[src/rtl/execute_muldiv.sv]
// execute_muldiv: iterative multiply/divide unit for the Execute stage.
// Owns the architectural HI/LO registers. MULT/MULTU/DIV/DIVU run as a
// 33-cycle operation (32 shift steps plus one sign-fix/write cycle) in
// parallel with the pipeline. A later HI/LO-class instruction that reaches
// Execute while an operation is in flight stalls the front of the pipe.
//
// Optional feature macro: MULDIV_FAST_MUL_EN
//   When defined, MULT/MULTU write HI/LO at the acceptance edge from a
//   single-cycle 64-bit multiply, and only divides use the iterative path.
module execute_muldiv (
  input  logic        clk,
  input  logic        rst,
  input  logic [4:0]  alu_control_e,
  input  logic [31:0] src_a_e,
  input  logic [31:0] src_b_e,
  input  logic        flush_e,
  output logic        stall_e,
  output logic        busy,
  output logic [31:0] hi_out,
  output logic [31:0] lo_out,
  output logic [31:0] result_e
);

  localparam logic [4:0] OP_MULT  = 5'h10;
  localparam logic [4:0] OP_MULTU = 5'h11;
  localparam logic [4:0] OP_DIV   = 5'h12;
  localparam logic [4:0] OP_DIVU  = 5'h13;
  localparam logic [4:0] OP_MFHI  = 5'h14;
  localparam logic [4:0] OP_MFLO  = 5'h15;
  localparam logic [4:0] OP_MTHI  = 5'h16;
  localparam logic [4:0] OP_MTLO  = 5'h17;

  typedef enum logic [1:0] {S_IDLE, S_MUL, S_DIV, S_FIX} state_t;

  state_t      r_state;
  logic [4:0]  r_count;
  logic        r_is_div;
  logic        r_neg_res;      // product / quotient must be negated
  logic        r_neg_rem;      // remainder must be negated (dividend < 0)
  logic        r_div_zero;
  logic [31:0] r_dividend_raw; // HI value on divide by zero
  logic [31:0] r_mcand;        // multiplicand or divisor magnitude
  logic [31:0] r_acc_hi;       // product high half / partial remainder
  logic [31:0] r_acc_lo;       // multiplier bits / dividend bits -> quotient
  logic [31:0] r_hi;
  logic [31:0] r_lo;

  logic        w_md_op;
  logic        w_accept;
  logic        w_is_mul_code;
  logic        w_is_div_code;
  logic        w_signed_op;
  logic        w_start;
  logic [31:0] w_a_mag;
  logic [31:0] w_b_mag;
  logic [32:0] w_mul_sum;
  logic [32:0] w_div_shift;
  logic        w_div_ge;
  logic [31:0] w_div_sub;
  logic [63:0] w_fix_prod;
  logic [31:0] w_fix_quot;
  logic [31:0] w_fix_rem;

  assign busy     = (r_state != S_IDLE);
  assign w_md_op  = (alu_control_e[4:3] == 2'b10);
  assign stall_e  = busy & w_md_op & ~flush_e;
  assign w_accept = w_md_op & ~stall_e & ~flush_e;

  assign w_is_mul_code = (alu_control_e == OP_MULT) | (alu_control_e == OP_MULTU);
  assign w_is_div_code = (alu_control_e == OP_DIV)  | (alu_control_e == OP_DIVU);
  assign w_signed_op   = (alu_control_e == OP_MULT) | (alu_control_e == OP_DIV);

`ifdef MULDIV_FAST_MUL_EN
  logic [63:0] w_fast_prod;
  assign w_start = w_accept & w_is_div_code;
  assign w_fast_prod = (alu_control_e == OP_MULT)
    ? $signed({{32{src_a_e[31]}}, src_a_e}) * $signed({{32{src_b_e[31]}}, src_b_e})
    : {32'd0, src_a_e} * {32'd0, src_b_e};
`else
  assign w_start = w_accept & (w_is_mul_code | w_is_div_code);
`endif

  // Signed ops iterate on magnitudes; signs are re-applied in FIX.
  assign w_a_mag = (w_signed_op & src_a_e[31]) ? (32'd0 - src_a_e) : src_a_e;
  assign w_b_mag = (w_signed_op & src_b_e[31]) ? (32'd0 - src_b_e) : src_b_e;

  // One shift-add step: add multiplicand when the current multiplier bit is
  // set, then shift the 64-bit {hi, lo} accumulator right by one.
  assign w_mul_sum = {1'b0, r_acc_hi} + (r_acc_lo[0] ? {1'b0, r_mcand} : 33'd0);

  // One restoring-divide step: shift the next dividend bit into the partial
  // remainder and subtract the divisor if it fits.
  assign w_div_shift = {r_acc_hi, r_acc_lo[31]};
  assign w_div_ge    = (w_div_shift >= {1'b0, r_mcand});
  assign w_div_sub   = w_div_shift[31:0] - r_mcand;

  assign w_fix_prod = r_neg_res ? (64'd0 - {r_acc_hi, r_acc_lo}) : {r_acc_hi, r_acc_lo};
  assign w_fix_quot = r_neg_res ? (32'd0 - r_acc_lo) : r_acc_lo;
  assign w_fix_rem  = r_neg_rem ? (32'd0 - r_acc_hi) : r_acc_hi;

  // Sequencer and iterative datapath: IDLE -> MUL/DIV (32 steps) -> FIX.
  // NOTE: all state in clocked blocks uses non-blocking assignment so every
  // register samples the pre-edge value of every other register.
  always_ff @(posedge clk or posedge rst) begin
    if (rst) begin
      r_state        <= S_IDLE;
      r_count        <= 5'd0;
      r_is_div       <= 1'b0;
      r_neg_res      <= 1'b0;
      r_neg_rem      <= 1'b0;
      r_div_zero     <= 1'b0;
      r_dividend_raw <= 32'd0;
      r_mcand        <= 32'd0;
      r_acc_hi       <= 32'd0;
      r_acc_lo       <= 32'd0;
    end else begin
      case (r_state)
        S_IDLE: begin
          if (w_start) begin
            r_count        <= 5'd0;
            r_is_div       <= w_is_div_code;
            r_neg_res      <= w_signed_op & (src_a_e[31] ^ src_b_e[31]);
            r_neg_rem      <= w_signed_op & src_a_e[31];
            r_div_zero     <= (src_b_e == 32'd0);
            r_dividend_raw <= src_a_e;
            r_acc_hi       <= 32'd0;
            if (w_is_div_code) begin
              r_mcand  <= w_b_mag;
              r_acc_lo <= w_a_mag;
              r_state  <= S_DIV;
            end else begin
              r_mcand  <= w_a_mag;
              r_acc_lo <= w_b_mag;
              r_state  <= S_MUL;
            end
          end
        end
        S_MUL: begin
          r_acc_hi <= w_mul_sum[32:1];
          r_acc_lo <= {w_mul_sum[0], r_acc_lo[31:1]};
          r_count  <= r_count + 5'd1;
          if (r_count == 5'd31) r_state <= S_FIX;
        end
        S_DIV: begin
          r_acc_hi <= w_div_ge ? w_div_sub : w_div_shift[31:0];
          r_acc_lo <= {r_acc_lo[30:0], w_div_ge};
          r_count  <= r_count + 5'd1;
          if (r_count == 5'd31) r_state <= S_FIX;
        end
        S_FIX: begin
          r_state <= S_IDLE;
        end
        default: r_state <= S_IDLE;
      endcase
    end
  end

  // Architectural HI/LO: written by FIX, by MTHI/MTLO, or by a fast multiply.
  always_ff @(posedge clk or posedge rst) begin
    if (rst) begin
      r_hi <= 32'd0;
      r_lo <= 32'd0;
    end else if (r_state == S_FIX) begin
      if (!r_is_div) begin
        r_hi <= w_fix_prod[63:32];
        r_lo <= w_fix_prod[31:0];
      end else if (r_div_zero) begin
        r_hi <= r_dividend_raw;
        r_lo <= 32'hFFFF_FFFF;
      end else begin
        r_hi <= w_fix_rem;
        r_lo <= w_fix_quot;
      end
    end else if (w_accept && alu_control_e == OP_MTHI) begin
      r_hi <= src_a_e;
    end else if (w_accept && alu_control_e == OP_MTLO) begin
      r_lo <= src_a_e;
`ifdef MULDIV_FAST_MUL_EN
    end else if (w_accept && w_is_mul_code) begin
      r_hi <= w_fast_prod[63:32];
      r_lo <= w_fast_prod[31:0];
`endif
    end
  end

  assign hi_out = r_hi;
  assign lo_out = r_lo;

  // MFHI/MFLO read port, zero for every other code.
  // NOTE: the default assignment first keeps this block free of latches.
  always_comb begin
    result_e = 32'd0;
    case (alu_control_e)
      OP_MFHI: result_e = r_hi;
      OP_MFLO: result_e = r_lo;
      default: result_e = 32'd0;
    endcase
  end

endmodule
[config.mk]
export PLATFORM = sky130hd
export DESIGN_NAME = execute_muldiv
export DESIGN_NICKNAME = d
export VERILOG_FILES = /design/src/rtl/execute_muldiv.sv
export SDC_FILE = /design/constraint.sdc
export NUM_CORES = 1
export LEC_CHECK = 0
export CAP_MARGIN = 20
export CORE_MARGIN = 2
export CORE_UTILIZATION = 60
export CTS_BUF_LIST = sky130_fd_sc_hd__clkbuf_4 sky130_fd_sc_hd__clkbuf_8
export DETAILED_ROUTE_END_ITERATION = 10
export PLACE_DENSITY = 0.94
export SLEW_MARGIN = 20
export SYNTH_ARGS = -nofsm -noshare
export SYNTH_HDL_FRONTEND = slang
export SYNTH_SLANG_ARGS = --single-unit
[constraint.sdc]
create_clock -name clk -period 8.6 [get_ports clk]
set_input_delay 1.29 -clock clk [delete_from_list [all_inputs] [get_ports clk]]
set_output_delay 1.29 -clock clk [all_outputs]
set_load 0.03 [all_outputs]
### Yosys cells after proc, flatten, opt, wreduce, memory -nomap -nowiden

Cells that the tools add are included.

* add/subtract/negate cells: 8
* magnitude comparators: 1
* equal/unequal tests: 16
* muxes and demuxes: 29
* bitwise operators: 15
* reductions and logical operators: 15

Operator list (count)
* 32-bit 2-to-1 mux: 19
* 32-bit one-hot mux with 3 select lines: 2
* 1-bit by 32-bit subtractor with 32-bit output, first input constant: 4
* 64-bit 2-to-1 mux: 1
* 32-bit one-hot mux with 2 select lines: 1
* 1-bit by 64-bit subtractor with 64-bit output, first input constant: 1
* 5-bit == test, second input constant: 9
* 32-bit by 32-bit adder with 33-bit output: 1
* 33-bit by 32-bit >= comparator with 1-bit output: 1
* 32-bit logical NOT: 1
* 32-bit subtractor: 1
* 5-bit one-hot mux with 2 select lines: 1
* 2-bit AND reduction: 5
* 1-bit bitwise AND: 8
* 2-bit nonzero test: 4
* 2-bit == test, second input constant: 3
* 2-bit 2-to-1 mux: 3
* 2-bit one-hot mux with 3 select lines: 1
* 5-bit by 1-bit adder with 5-bit output, second input constant: 1
* 5-bit 2-to-1 mux: 1
* 2-bit inequality test, second input constant: 2
* 1-bit bitwise OR: 4
* 3-bit nonzero test: 1
* 2-bit by 1-bit == test with 1-bit output, second input constant: 1
* 6 further kinds: 8

* bits in registers: 203

### Depth between registers and ports, before layout

Gate-level depths: netlist of run 1.

* depth after elaboration: 10
* gate-level depth with buffers: 14

### Worst setup path before layout of run 1

Ideal clock, no wire load.

* path kind: in2out
* start: input alu_control_e[3]
* end: output result_e[0]
* data arrival time: 2.687 ns
* required time: 7.310 ns
* setup slack: 4.623 ns
* stages on the path: 5
* path through: nand2b_1 > or3b_2 > clkbuf_1 > clkbuf_1 > nor2_1

* longest elaborated chain between the ends: 2
* elaborated cells between the ends (all ways): 3
* classes of those cells: 2 x eq/ne; 1 x mux

RTL lines
* from (decl): line 13 `input logic [4:0] alu_control_e,`
* 5-bit == test: line 193 `case (alu_control_e)`
* 32-bit one-hot mux with 2 select lines *: line 193
* to (decl): line 21 `output logic [31:0] result_e`

Mark *: on every way between the ends. The rest lies on a longest branch, timed or not.

### Worst setup path in the final report of run 1

Same ends and word-level chain as after synthesis.

==> results of run 1 <==
==> layer usage <==
metal / up-vias / part of all wire / global-route usage
li1: 8280 / - / -
met1: 8983 / 0.37 / 0.5475
met2: 1505 / 0.43 / 0.6280
met3: 319 / 0.13 / 0.09987
met4: 2 / 0.065 / 0.2302
met5: - / 0.0012 / 0.02083
==> report_power, final <==
group	switching [uW]	internal, uW
combinational	2630	1550
sequential	535	1380
clock	429	551
==> worst min path at each step <==
stage	start	end	slack, ns
floorplan	r_dividend_raw[19]	r_dividend_raw[19]	0.44
global placement	r_dividend_raw[19]	r_dividend_raw[19]	0.45
detailed placement	r_dividend_raw[29]	r_dividend_raw[29]	0.47
CTS	r_dividend_raw[21]	r_dividend_raw[21]	0.48
global route	r_dividend_raw[20]	r_dividend_raw[20]	0.51
finish	r_dividend_raw[24]	r_dividend_raw[24]	0.49
==> Yosys cell counts (5+ instances only) <==
| master | n |
|---|---|
| nand2_1 | 256 |
| nor2_1 | 217 |
| a21oi_1 | 206 |
| dfrtp_1 | 203 |
| o21ai_0 | 200 |
| clkbuf_1 | 152 |
| mux2i_1 | 95 |
| xnor2_1 | 79 |
| xor2_1 | 79 |
| ha_1 | 74 |
| inv_1 | 69 |
| a211oi_1 | 52 |
| o211ai_1 | 49 |
| and2_1 | 41 |
| nor3_1 | 32 |
| a21o_1 | 29 |
| nand3_1 | 29 |
| a221o_1 | 25 |
| a22oi_1 | 25 |
| o31ai_1 | 25 |
| or4_1 | 24 |
| nand2b_1 | 23 |
| nor2b_1 | 23 |
| a31oi_1 | 18 |
| o221ai_1 | 16 |
| o41ai_1 | 16 |
| nand4_1 | 15 |
| buf_1 | 14 |
| o21bai_1 | 14 |
| or3_1 | 13 |
| a22o_1 | 12 |
| nor4_1 | 11 |
| o22ai_1 | 9 |
| or2_2 | 9 |
| a221oi_1 | 8 |
| buf_2 | 7 |
| and3_1 | 6 |
| o21a_1 | 6 |
| mux2_2 | 5 |
| o2111ai_1 | 5 |
==> placed cells by master (no fill, tap or decap), types with 44 or more instances in the layout <==
cell and instances:
xor2_1 79, xnor2_1 79, clkbuf_8 44, ha_1 73, dfrtp_1 203, mux2i_1 95
a21oi_1 205, clkdlybuf4s50_1 168, nand2_1 256, a211oi_1 52, o21ai_0 200, o211ai_1 49
inv_1 68, nor2_1 214
==> stage by stage <==
stage	area, um^2	std cells	power [uW]	setup slack, ns	hold WS [ns]
CTS	20050	2727	6894	3.631	0.4838
finish	20060	2728	7070	3.558	0.4870
global route	20050	2727	7418	3.513	0.5077
floorplan	17540	2258	4567	1.771	0.4407
global placement	19270	2662	5742	3.763	0.4538
detailed placement	19280	2662	5894	3.625	0.4696
==> critical path, delay by kind of cell <==
family / cells / cell delay [ns]
buf+inv: 2 / 1.16
simple gates: 3 / 1.27
==> layout make-up <==
| type | count | area [um^2] | share of cell area |
|---|---|---|---|
| Antenna cell | 1 | 2.502 | 0.0001248 |
| Clock buffer | 57 | 703.2 | 0.03506 |
| Clock inverter | 8 | 70.07 | 0.003494 |
| Inverter | 70 | 270.3 | 0.01348 |
| Multi-Input combinational cell | 1811 | 11570 | 0.5771 |
| Sequential cell | 203 | 5080 | 0.2533 |
| Tap cell | 384 | 480.5 | 0.02396 |
| Timing Repair Buffer | 194 | 1874 | 0.09346 |
==> sequential cells by signal (all words and copies together) (netlist names) <==
signal and cells:
hi_out 32, lo_out 32, r_acc_hi 32, r_acc_lo 32, r_count 5, r_div_zero 1
r_dividend_raw 32, r_is_div 1, r_mcand 32, r_neg_rem 1, r_neg_res 1, r_state 2
==> kinds of logic (layout without fill, tap and decap cells) <==
family | count (synthesis) | count (layout) | synth area share
xor+xnor | 158 | 158 | 0.07892
other cells | 0 | 1 | 0
simple gates | 735 | 735 | 0.1989
compound gates | 742 | 742 | 0.2672
fa+ha+maj | 76 | 76 | 0.05508
flops | 203 | 203 | 0.2897
buf+inv | 244 | 329 | 0.05280
mux | 100 | 100 | 0.05744
==> flow_summary.ini, run 1 <==
[run_status]
status = completed

[setup_path]
slowest_stage = or3b_2
crit_chain = clkdlybuf4s50_1, nand2b_1, or3b_2, nor2_1, clkdlybuf4s50_1
crit_top_cell = clkdlybuf4s50_1
worstPathMaxFanout = 32
worst_r2r_path_depth = 12
worstSetupStartpointType = primary input
worstSetupPathType = in -> out
critical_path_arrival_ns = 3.75
cp-end-kind = primary output
crit_required_ns = 7.31
cp-endpoint = result_e[0]
cp-startpoint = alu_control_e[3]
reg2reg_from = r_state[0]
r2r_setup_slack_ns = 4.12
r2r_end = r_acc_hi[16]
critPathMaxStageDelay_ns = 0.78

[clock_network]
root_buffer = clkbuf_8
cts_setup_buffers = 0
htreeDepth = 2
clock_sinks = 203
path_clk_slew_ns = 0.06
cts_buffers = 37
cts_hold_buf = 0
cts_tree = yes
clk_path_buf_depth = 3
clock_latency_ns = 0.55
cts_resized = 0

[floorplan]
chipHeight_um = 175.0
die_w_um = 175.0
fp-row-count = 62
coreArea_um2 = 28700
initial_core_util = 0.6109
io_pins = 170
dieArea_um2 = 30610

[sta]
setup_tns_ns = 0
fin_crit_ns = 5.042
setup_viol = 0
worst_pin_slew_ns = 1.076
finalHoldViolCount = 0
maxSlewViolCount = 0
clock_skew_ns = 0.03366
max_freq_mhz = 198.3
rsz0062_at_grt = no
slew_headroom = 0.2827
fin_crit_sh = 0.5863

[power_and_ir_drop]
ir_worst_vdd_mv = 0.2119
powerDensity_nw_per_um2 = 352.5
p_leak_uw = 0.008342

[synthesis]
synth-seq-cells = 203
async_reset_ff_frac = 1.000
yosysSeqAreaShare = 0.2897
synth_area_leaders = dfrtp_1 (29%), a21oi_1 (5.9%), o21ai_0 (5.7%), nand2_1 (5.5%), mux2i_1 (5.4%)
yosysWarnings = 0
synth_edf_count = 0
syn_area_per_cell_um2 = 7.766
yosysUniqueCellTypes = 76
syn_area_um2 = 17540
yosys_most_used_dff = dfrtp_1
synth_top_cell_by_area = dfrtp_1
synth_nets = 2406
synthCells = 2258
synth_top_area_frac = 0.2897

[global_routing]
antenna_found_initial = 0
overflow = 0
track_usage = 0.4157
grt_pass1_vias = 17700
grt_start_max_net_pins = 100
grt_pass1_wl_um = 100300

[route]
drc = 0
totalWireLength_um = 65580
dr.pass1.iters = 9
drt_first_iter_violations = 2964
vias = 19090
wl_per_cell_um = 24.04
drtAntennaViolNets = 0
viasPerCell = 6.997

[cells_and_area]
nFillCells = 2249
final_nets = 2465
syn2layout_area_growth_pct = 14.37
drive_gt1_frac = 0.05378
postLayoutCoreUtil = 0.6987

[worst_hold_path]
holdPathStages = 2
hold_path_class = reg -> reg

[place]
hpwlAfterDp_um = 47510
port_buffers = 169
place_congestion = 1.039

[run]
max_cap_viol_count = 0
Note: power is estimated with default switching activity, not from simulation.
==> run 2: changes to the inputs <==
==> constraint.sdc (replaced) <==
create_clock -name clk -period 4.8 [get_ports clk]
set_input_delay 0.72 -clock clk [delete_from_list [all_inputs] [get_ports clk]]
set_output_delay 0.72 -clock clk [all_outputs]
set_load 0.03 [all_outputs]
==> flow_summary.ini, run 2 (synthesized netlist as in run 1, its figures left out) <==
[global_routing]
track_usage = 0.4231
antenna_found_initial = 3
busiest_layer = met2
grt_pass1_wl_um = 100700
overflow = 0
gr-usage-met3 = 0.1057
use_met2 = 0.6369
grt_pass1_vias = 17630
grt_start_max_net_pins = 103
grtUsageMet1 = 0.5583

[place]
place_congestion = 1.016
port_buffers = 169
hpwlAfterDp_um = 49130
dp_slack_ns = 0.8176

[route]
totalWireLength_um = 66280
wl_per_cell_um = 24.02
drc = 0
dr.pass1.iters = 6
drtAntennaViolNets = 0
drt_first_iter_violations = 2870
viasPerCell = 6.902
vias = 19040

[setup_path]
critPathMaxStageDelay_ns = 0.72
crit_buf_inv = 0
crit_top_cell = or4_1
crit_chain = or4_1, or4_1, nand4bb_1, and2_1, o311ai_0, o2111ai_1, o21ai_0
crit_required_ns = 5.27
cpLargestDelayFamily = simple AND/OR/NAND/NOR gates
slowest_stage = o311ai_0
worstSetupPathType = reg -> reg
cp-end-kind = flop
critical_path_arrival_ns = 4.50
worstSetupStartpointType = flop
worstPathMaxFanout = 11

[floorplan]
die_w_um = 175.0
io_pins = 170
coreArea_um2 = 28700
fp-row-count = 62
dieArea_um2 = 30610
chipHeight_um = 175.0
initial_core_util = 0.6109

[clock_network]
cts_resized = 0
cts_setup_buffers = 0
cts_hold_buf = 0
clock_latency_ns = 0.55
path_clk_slew_ns = 0.06
clock_sinks = 203
cts_buffers = 38
htreeDepth = 2
root_buffer = clkbuf_8
cts_tree = yes
clk_path_buf_depth = 3

[sta]
setup_tns_ns = 0
maxSlewViolCount = 0
finalHoldViolCount = 0
rsz0062_at_grt = no
setup_slack_ns = 0.7732
fin_crit_ns = 4.027
fin_crit_sh = 0.8389
max_freq_mhz = 248.3
setup_viol = 0
slew_headroom = 0.3130
worst_pin_slew_ns = 1.028
clock_skew_ns = 0.01672

[run]
max_cap_viol_count = 0

[cells_and_area]
antenna_cells = 0
syn2layout_area_growth_pct = 15.89
final_nets = 2497
final_cell_mix = nand2_1 (256), nor2_1 (214), a21oi_1 (205)
layout_commonest_cell = nand2_1
drive_gt1_frac = 0.06653
nFillCells = 2227

[power_and_ir_drop]
p_leak_uw = 0.008508
ir_worst_vdd_mv = 0.3968
powerDensity_nw_per_um2 = 632.0

[worst_hold_path]
hold_path_class = reg -> reg

[run_status]
status = completed
==> run 2: through the flow <==
step / hold slack [ns] / utilization / cell area [um^2] / power [uW] / std cells
floorplan: 0.4407 / - / 17540 / 8184 / 2258
global placement: 0.4581 / 0.6808 / 19540 / 10510 / 2693
detailed placement: 0.4684 / 0.6808 / 19540 / 10750 / 2693
CTS: 0.4825 / 0.7080 / 20320 / 12560 / 2759
global route: 0.5098 / 0.7080 / 20320 / 13490 / 2759
finish: 0.4771 / 0.7080 / 20320 / 12840 / 2759
==> run 2: worst reg2reg max path, stage by stage, from the launching register on <==
cell and delay [ns]:
dfrtp_1 0.45, or4_1 0.61, or4_1 0.68, nand4bb_1 0.62, and2_1 0.48, o311ai_0 0.72, o2111ai_1 0.26, o21ai_0 0.13
==> run 2: per-layer routing <==
| layer | share of wire | wire [um] |
|---|---|---|
| met1 | 0.38 | 25290 |
| met2 | 0.43 | 28750 |
| met3 | 0.12 | 8281 |
| met4 | 0.059 | 3936 |
| met5 | 0.00030 | 20 |
==> run 2: worst paths after layout <==
path | start | endpoint | slack, ns | depth (start not counted)
worst max-delay path | r_acc_lo[13] | hi_out[5] | 0.77 | 7
worst min-delay path | r_dividend_raw[27] | r_dividend_raw[27] | 0.48 | 2
worst max register to register | r_acc_lo[13] | hi_out[5] | 0.77 | 7
worst min register to register | r_dividend_raw[27] | r_dividend_raw[27] | 0.48 | 2
max in group asynchronous | rst | r_count[0] | 3.41 | 3
min in group asynchronous | rst | r_acc_hi[28] | 0.50 | 2
==> run 2: where the power goes <==
group	total [uW]	switching [uW]	leakage (uW)	internal [uW]
Clock	1780	808	0.000414	973
Sequential	3370	910	0.00248	2460
Combinational	7690	4820	0.00561	2870
Total	12800	6540	0.00851	6310
==> run 2: final cells by class <==
type                            count  area [um^2]  share of cell area
Clock buffer                       58        729.5             0.03589
Clock inverter                      8        51.30            0.002524
Inverter                           70        266.5             0.01311
Multi-Input combinational cell   1811        11570              0.5693
Sequential cell                   203         5080              0.2500
Tap cell                          384        480.5             0.02364
Timing Repair Buffer              225         2145              0.1055
